`src/rtl/Func.sv`:
```
// Shared function-field encoding for R-type instructions (MIPS funct field).
package Func;

   typedef enum logic [5:0] {
      FnSll   = 6'h00,
      FnMfhi  = 6'h10,
      FnMthi  = 6'h11,
      FnMflo  = 6'h12,
      FnMtlo  = 6'h13,
      FnMult  = 6'h18,
      FnMultu = 6'h19,
      FnDiv   = 6'h1a,
      FnDivu  = 6'h1b,
      FnAdd   = 6'h20
   } Func_t;

endpackage

```
`src/rtl/MulDiv.sv`:
```
// HI/LO multiply-divide unit: state encoding and arithmetic helpers.
package MulDiv;

   typedef enum logic [1:0] {
      StIdle,
      StMul,
      StDiv,
      StFix
   } muldiv_state_t;

   localparam int unsigned DivIters = 32;

   // Two's-complement magnitude when the operand is treated as signed.
   function automatic logic [31:0] magnitude(input logic [31:0] x, input logic is_signed);
      return (is_signed && x[31]) ? (~x + 32'd1) : x;
   endfunction

   // Full 64-bit product; sign-extending to 64 bits makes one multiplier serve both flavours.
   function automatic logic [63:0] product(input logic [31:0] a, input logic [31:0] b,
                                           input logic is_signed);
      logic [63:0] ext_a;
      logic [63:0] ext_b;
      ext_a = is_signed ? {{32{a[31]}}, a} : {32'd0, a};
      ext_b = is_signed ? {{32{b[31]}}, b} : {32'd0, b};
      return ext_a * ext_b;
   endfunction

endpackage

```
`src/rtl/div_step.sv`:
```
// One restoring-division step: shift in the next dividend bit and subtract if it fits.
module div_step (
   input  logic [31:0] rem_i,
   input  logic [31:0] quo_i,
   input  logic [31:0] divisor_i,
   output logic [31:0] rem_o,
   output logic [31:0] quo_o
);

   logic [32:0] shifted;
   logic [32:0] diff;
   logic        fits;

   // Partial remainder is always below the divisor, so the 33-bit shift never loses a bit.
   always_comb begin
      shifted = {rem_i, quo_i[31]};
      diff    = shifted - {1'b0, divisor_i};
      fits    = (shifted >= {1'b0, divisor_i});
      rem_o   = fits ? diff[31:0] : shifted[31:0];
      quo_o   = {quo_i[30:0], fits};
   end

endmodule

```
`src/rtl/muldiv_unit.sv`:
```
// HI/LO multiply/divide unit: single-cycle multiply, 32-step restoring divide, MTHI/MTLO.
module muldiv_unit
   import Func::*;
   import MulDiv::*;
(
   input  logic        clk,
   input  logic        rst_n,
   input  logic        start,
   input  Func_t       func,
   input  logic [31:0] rs_val,
   input  logic [31:0] rt_val,
   input  logic        flush,
   output logic        busy,
   output logic        done,
   output logic [31:0] hi,
   output logic [31:0] lo
);

   muldiv_state_t state_q, state_d;
   Func_t         func_q, func_d;
   logic [31:0]   op_a_q, op_a_d;
   logic [31:0]   op_b_q, op_b_d;
   logic [31:0]   rem_q, rem_d;
   logic [31:0]   quo_q, quo_d;
   logic [31:0]   dvsr_q, dvsr_d;
   logic [5:0]    count_q, count_d;
   logic [31:0]   hi_q, hi_d;
   logic [31:0]   lo_q, lo_d;
   logic          done_q, done_d;

   logic [31:0]   step_rem;
   logic [31:0]   step_quo;
   logic [63:0]   prod;
   logic          mul_signed;
   logic          div_signed;
   logic          in_signed;
   logic          neg_quo;
   logic          neg_rem;

   div_step u_div_step (
      .rem_i     (rem_q),
      .quo_i     (quo_q),
      .divisor_i (dvsr_q),
      .rem_o     (step_rem),
      .quo_o     (step_quo)
   );

   // Sign handling derived from the latched operation and operands.
   always_comb begin
      mul_signed = (func_q == FnMult);
      div_signed = (func_q == FnDiv);
      in_signed  = (func == FnMult) || (func == FnDiv);
      prod       = product(op_a_q, op_b_q, mul_signed);
      neg_quo    = div_signed && (op_a_q[31] ^ op_b_q[31]);
      neg_rem    = div_signed && op_a_q[31];
   end

   // Next-state, operand latching and HI/LO write selection.
   always_comb begin
      state_d = state_q;
      func_d  = func_q;
      op_a_d  = op_a_q;
      op_b_d  = op_b_q;
      rem_d   = rem_q;
      quo_d   = quo_q;
      dvsr_d  = dvsr_q;
      count_d = count_q;
      hi_d    = hi_q;
      lo_d    = lo_q;
      done_d  = 1'b0;

      if (flush) begin
         // Cancel wins over everything, including a same-cycle start.
         state_d = StIdle;
         count_d = 6'd0;
      end else begin
         unique case (state_q)
            StIdle: begin
               if (start) begin
                  case (func)
                     FnMult, FnMultu: begin
                        func_d  = func;
                        op_a_d  = rs_val;
                        op_b_d  = rt_val;
                        state_d = StMul;
                     end
                     FnDiv, FnDivu: begin
                        func_d  = func;
                        op_a_d  = rs_val;
                        op_b_d  = rt_val;
                        rem_d   = 32'd0;
                        quo_d   = magnitude(rs_val, in_signed);
                        dvsr_d  = magnitude(rt_val, in_signed);
                        count_d = 6'd0;
                        state_d = StDiv;
                     end
                     FnMthi:  hi_d = rs_val;
                     FnMtlo:  lo_d = rs_val;
                     default: ;
                  endcase
               end
            end
            StMul: begin
               hi_d    = prod[63:32];
               lo_d    = prod[31:0];
               done_d  = 1'b1;
               state_d = StIdle;
            end
            StDiv: begin
               rem_d   = step_rem;
               quo_d   = step_quo;
               count_d = count_q + 6'd1;
               if (count_q == 6'(DivIters - 1)) begin
                  count_d = 6'd0;
                  state_d = StFix;
               end
            end
            StFix: begin
               if (op_b_q == 32'd0) begin
                  // Divide by zero returns all-ones quotient and the raw dividend.
                  lo_d = 32'hffff_ffff;
                  hi_d = op_a_q;
               end else begin
                  lo_d = neg_quo ? (~quo_q + 32'd1) : quo_q;
                  hi_d = neg_rem ? (~rem_q + 32'd1) : rem_q;
               end
               done_d  = 1'b1;
               state_d = StIdle;
            end
         endcase
      end
   end

   // State and datapath registers; reset clears everything asynchronously.
   always_ff @(posedge clk or negedge rst_n) begin
      if (!rst_n) begin
         state_q <= StIdle;
         func_q  <= FnSll;
         op_a_q  <= 32'd0;
         op_b_q  <= 32'd0;
         rem_q   <= 32'd0;
         quo_q   <= 32'd0;
         dvsr_q  <= 32'd0;
         count_q <= 6'd0;
         hi_q    <= 32'd0;
         lo_q    <= 32'd0;
         done_q  <= 1'b0;
      end else begin
         state_q <= state_d;
         func_q  <= func_d;
         op_a_q  <= op_a_d;
         op_b_q  <= op_b_d;
         rem_q   <= rem_d;
         quo_q   <= quo_d;
         dvsr_q  <= dvsr_d;
         count_q <= count_d;
         hi_q    <= hi_d;
         lo_q    <= lo_d;
         done_q  <= done_d;
      end
   end

   assign busy = (state_q != StIdle);
   assign done = done_q;
   assign hi   = hi_q;
   assign lo   = lo_q;

endmodule

```
`config.mk`:
```
export PLATFORM = sky130hd
export DESIGN_NAME = muldiv_unit
export DESIGN_NICKNAME = d
export VERILOG_FILES = /design/src/rtl/Func.sv /design/src/rtl/MulDiv.sv /design/src/rtl/div_step.sv /design/src/rtl/muldiv_unit.sv
export SDC_FILE = /design/constraint.sdc
export NUM_CORES = 2
export LEC_CHECK = 0
export BUFFER_PORTS_ARGS = -buffer_cell sky130_fd_sc_hd__buf_2
export CORE_MARGIN = 2
export CORE_UTILIZATION = 40
export CTS_BUF_LIST = sky130_fd_sc_hd__clkbuf_8 sky130_fd_sc_hd__clkbuf_16
export CTS_CLUSTER_DIAMETER = 200
export DETAILED_ROUTE_END_ITERATION = 16
export SYNTH_ARGS = -nofsm -noshare
export SYNTH_HDL_FRONTEND = slang
export SYNTH_SLANG_ARGS = --single-unit
```
`constraint.sdc`:
```
create_clock -name clk -period 19.5 [get_ports clk]
set_clock_uncertainty 0.1 [all_clocks]
set_input_delay 3.9 -clock clk [delete_from_list [all_inputs] [get_ports clk]]
set_output_delay 3.9 -clock clk [all_outputs]
set_load 0.005 [all_outputs]
```
==> results.py <==
metrics = {
    "run_status": {
        "status": "complete, no violations",
    },
    "setup_path": {
        "rrSetupSlack_ns": 8.52,
        "end_kind": "register",
        "cp_common_cell": "fa_1",
        "cp.arrival_ns": 11.32,
        "timing.rr.start": "func_q[5]$_DFFE_PN0P_",
        "worstPathMaxFanout": 26,
        "critPathLaunch": "func_q[5]$_DFFE_PN0P_",
        "critPathKind": "register to register",
        "cp.required_ns": 19.84,
        "ff2ff_path_depth": 32,
        "reg2reg_to": "hi[24]$_DFFE_PN0P_",
        "endpoint": "hi[24]$_DFFE_PN0P_",
        "start_kind": "register",
        "worst_path_max_delay_cell": "fa_1",
        "cpPeakStageDelay_ns": 0.98,
    },
    "detailed_routing": {
        "drt_first_pass_iters": 5,
        "drcViolationCount": 0,
        "drt_iter0_drc": 3891,
        "wire_per_inst_um": 23.5,
        "num_vias": 48158,
        "ant_nets": 0,
        "routed_wl_um": 211000,
        "viasPerCell": 5.37,
    },
    "global_routing": {
        "grt_max_degree": 165,
        "grt_pass1_vias": 51382,
        "grt_pass1_wl_um": 326000,
        "grt_antenna_before_repair": 4,
        "globalRouteOverflowTotal": 0,
        "track_usage_pct": 27.3,
    },
    "logic_synthesis": {
        "ys_seq_area_share_pct": 9.57,
        "synth_top_family_by_area": "adder cells",
        "ys_seq_elements": 239,
        "ys_types": 93,
        "syn_nets": 8848,
        "synth_fa_ha_area_share_pct": 52.5,
        "synth_warnings": 0,
        "netlist_area_sq_um": 62500,
        "synth-edff-count": 0,
        "synth.mux.area_fraction_pct": 0.448,
        "synth_area_per_cell_sq_um": 8.92,
        "synthSimpleGateAreaFrac_pct": 14.3,
        "yosys_most_used_dff": "dfrtp_1",
        "ys_async_sr_fraction_pct": 100,
        "syn_inst": 7008,
        "synth_xor_area_share_pct": 3.64,
        "synth_compound_area_share_pct": 7.60,
    },
    "layout": {
        "final_core_util_pct": 42.5,
        "fin_nets": 8728,
        "drive_above_1_share_pct": 4.96,
        "area_delta_synth_final_pct": 5.81,
    },
    "clocking": {
        "cts_tree": "built",
        "clock_path_buffers": 3,
        "post-cts-setup-buffer-count": 0,
        "cts_buffers": 29,
        "cts_resized": 0,
        "cts.sinks": 239,
        "clock_latency_ns": 0.61,
        "cts_max_level": 1,
        "cts_root_buf": "clkbuf_16",
        "cts.reportedPaths.clkPinSlew_ns": 0.06,
        "cts_hold_buf": 0,
    },
    "die": {
        "start_util_pct": 40.2,
        "core-area_sq_um": 156000,
        "rows": 145,
        "die_h_um": 399,
        "fp.dieW_um": 399,
        "pin_count": 140,
        "dieArea_sq_um": 159000,
    },
    "timing": {
        "fin_setup_tns_ns": 0,
        "slew_viol_final": 0,
        "slew_headroom_pct": 22.9,
        "min_period_ns": 10.98,
        "period_share_pct": 56.3,
        "fmax_mhz": 91.1,
        "worst_pin_slew_ns": 1.16,
        "rsz0062_at_grt": "no",
        "hold_violations": 0,
        "setup_viol": 0,
    },
    "placement": {
        "port_buffers": 139,
        "hpwl_um": 167000,
        "routabilityCongestion": 0.992,
    },
    "job": {
        "drv_cap": 0,
    },
    "hold_path": {
        "hold_path.class": "register to register",
    },
}
per-stage QoR:
stage	cells	setup WS [ns]	hold WS, ns	cell area (sq um)
final	8973	8.52	0.368	66200
after global placement	8915	8.70	0.357	65100
after detailed placement	8915	8.64	0.357	65100
after global routing	8969	8.05	0.392	66100
after floorplan	7008	9.77	0.335	62500
after CTS	8969	8.59	0.371	66100
layout make-up:
| class | instances | area, sq um |
|---|---|---|
| fill | 15566 | 89500 |
| multi-input combinational | 4775 | 49100 |
| inverter | 1607 | 6030 |
| sequential | 239 | 6000 |
| tap | 2058 | 2570 |
| timing repair buffer | 236 | 1450 |
| clock buffer | 38 | 850 |
| clock inverter | 16 | 181 |
| antenna | 4 | 10.0 |
state kept, by name, indices dropped and copies added, names as in the netlist:
register and count:
state_q 2, count_q 6, op_a_q 32, hi 32, func_q 6, lo 32
rem_q 32, op_b_q 32, quo_q 32, done 1, dvsr_q 32
cell families after synthesis:
family / count (synthesis)
simple gates: 1958
buf+inv: 1994
compound gates: 759
flops: 239
mux: 28
fa+ha+maj: 1770
xor+xnor: 260
metal layers:
metal / track usage, % / part of all wire, % / vias up
met2: 43.3 / 46 / 1901
met5: 0 / 0.0052 / -
met4: 10.9 / 5.0 / 2
met3: 3.20 / 7.0 / 371
met1: 38.1 / 42 / 25239
li1: - / - / 20645
worst min-delay path by stage:
stage / start / to / slack [ns] / depth (start not counted)
2_1_floorplan: func_q[4]$_DFFE_PN0P_ / func_q[4]$_DFFE_PN0P_ / 0.33 / 1
3_3_place_gp: func_q[4]$_DFFE_PN0P_ / func_q[4]$_DFFE_PN0P_ / 0.36 / 1
5_1_grt: func_q[3]$_DFFE_PN0P_ / func_q[3]$_DFFE_PN0P_ / 0.39 / 1
4_1_cts: func_q[3]$_DFFE_PN0P_ / func_q[3]$_DFFE_PN0P_ / 0.37 / 1
6_report: func_q[3]$_DFFE_PN0P_ / func_q[3]$_DFFE_PN0P_ / 0.37 / 1
3_5_place_dp: func_q[4]$_DFFE_PN0P_ / func_q[4]$_DFFE_PN0P_ / 0.36 / 1
cell usage after synthesis (24+ instances only):
master / number / area (sq um)
xnor2_1: 161 / 1410
or3_1: 24 / 150
fa_1: 1420 / 28400
xor2_1: 99 / 867
nand4_1: 26 / 163
a21oi_1: 214 / 1070
clkbuf_1: 359 / 1350
o21ai_0: 195 / 976
and3_1: 38 / 238
o21ai_1: 41 / 205
a21o_1: 67 / 503
o31ai_1: 33 / 248
nor3_1: 34 / 170
a31oi_1: 32 / 200
nand3_1: 45 / 225
and2_1: 346 / 2160
dfrtp_1: 239 / 5980
nor2_1: 172 / 646
nand2_1: 1161 / 4360
ha_1: 346 / 4330
inv_1: 1605 / 6020
mux2i_1: 28 / 280
critical path: cells and delay by family (launching register included):
| family | cells | cell delay [ns] |
|---|---|---|
| adder cells (fa/ha/maj) | 11 | 6.13 |
| AND/OR/NAND/NOR | 6 | 1.32 |
| flip-flops | 1 | 0.38 |
| buffers and inverters | 7 | 1.31 |
| AO/OA/AOI/OAI | 7 | 1.50 |
| XOR/XNOR | 1 | 0.09 |
layout by cell type, fill, tap and decap left out, types with 38 or more instances in the layout:
cell / instances
inv_1: 1607
fa_1: 1420
nand2_1: 1160
and2_1: 346
ha_1: 346
dfrtp_1: 227
a21oi_1: 214
o21ai_0: 195
nor2_1: 168
xnor2_1: 161
buf_2: 138
xor2_1: 99
buf_4: 96
a21o_1: 67
nand3_1: 45
o21ai_1: 41
and3_1: 38
Power is not shown: default switching activity piles up to over one toggle a cycle in this logic, so the estimate is an artifact.
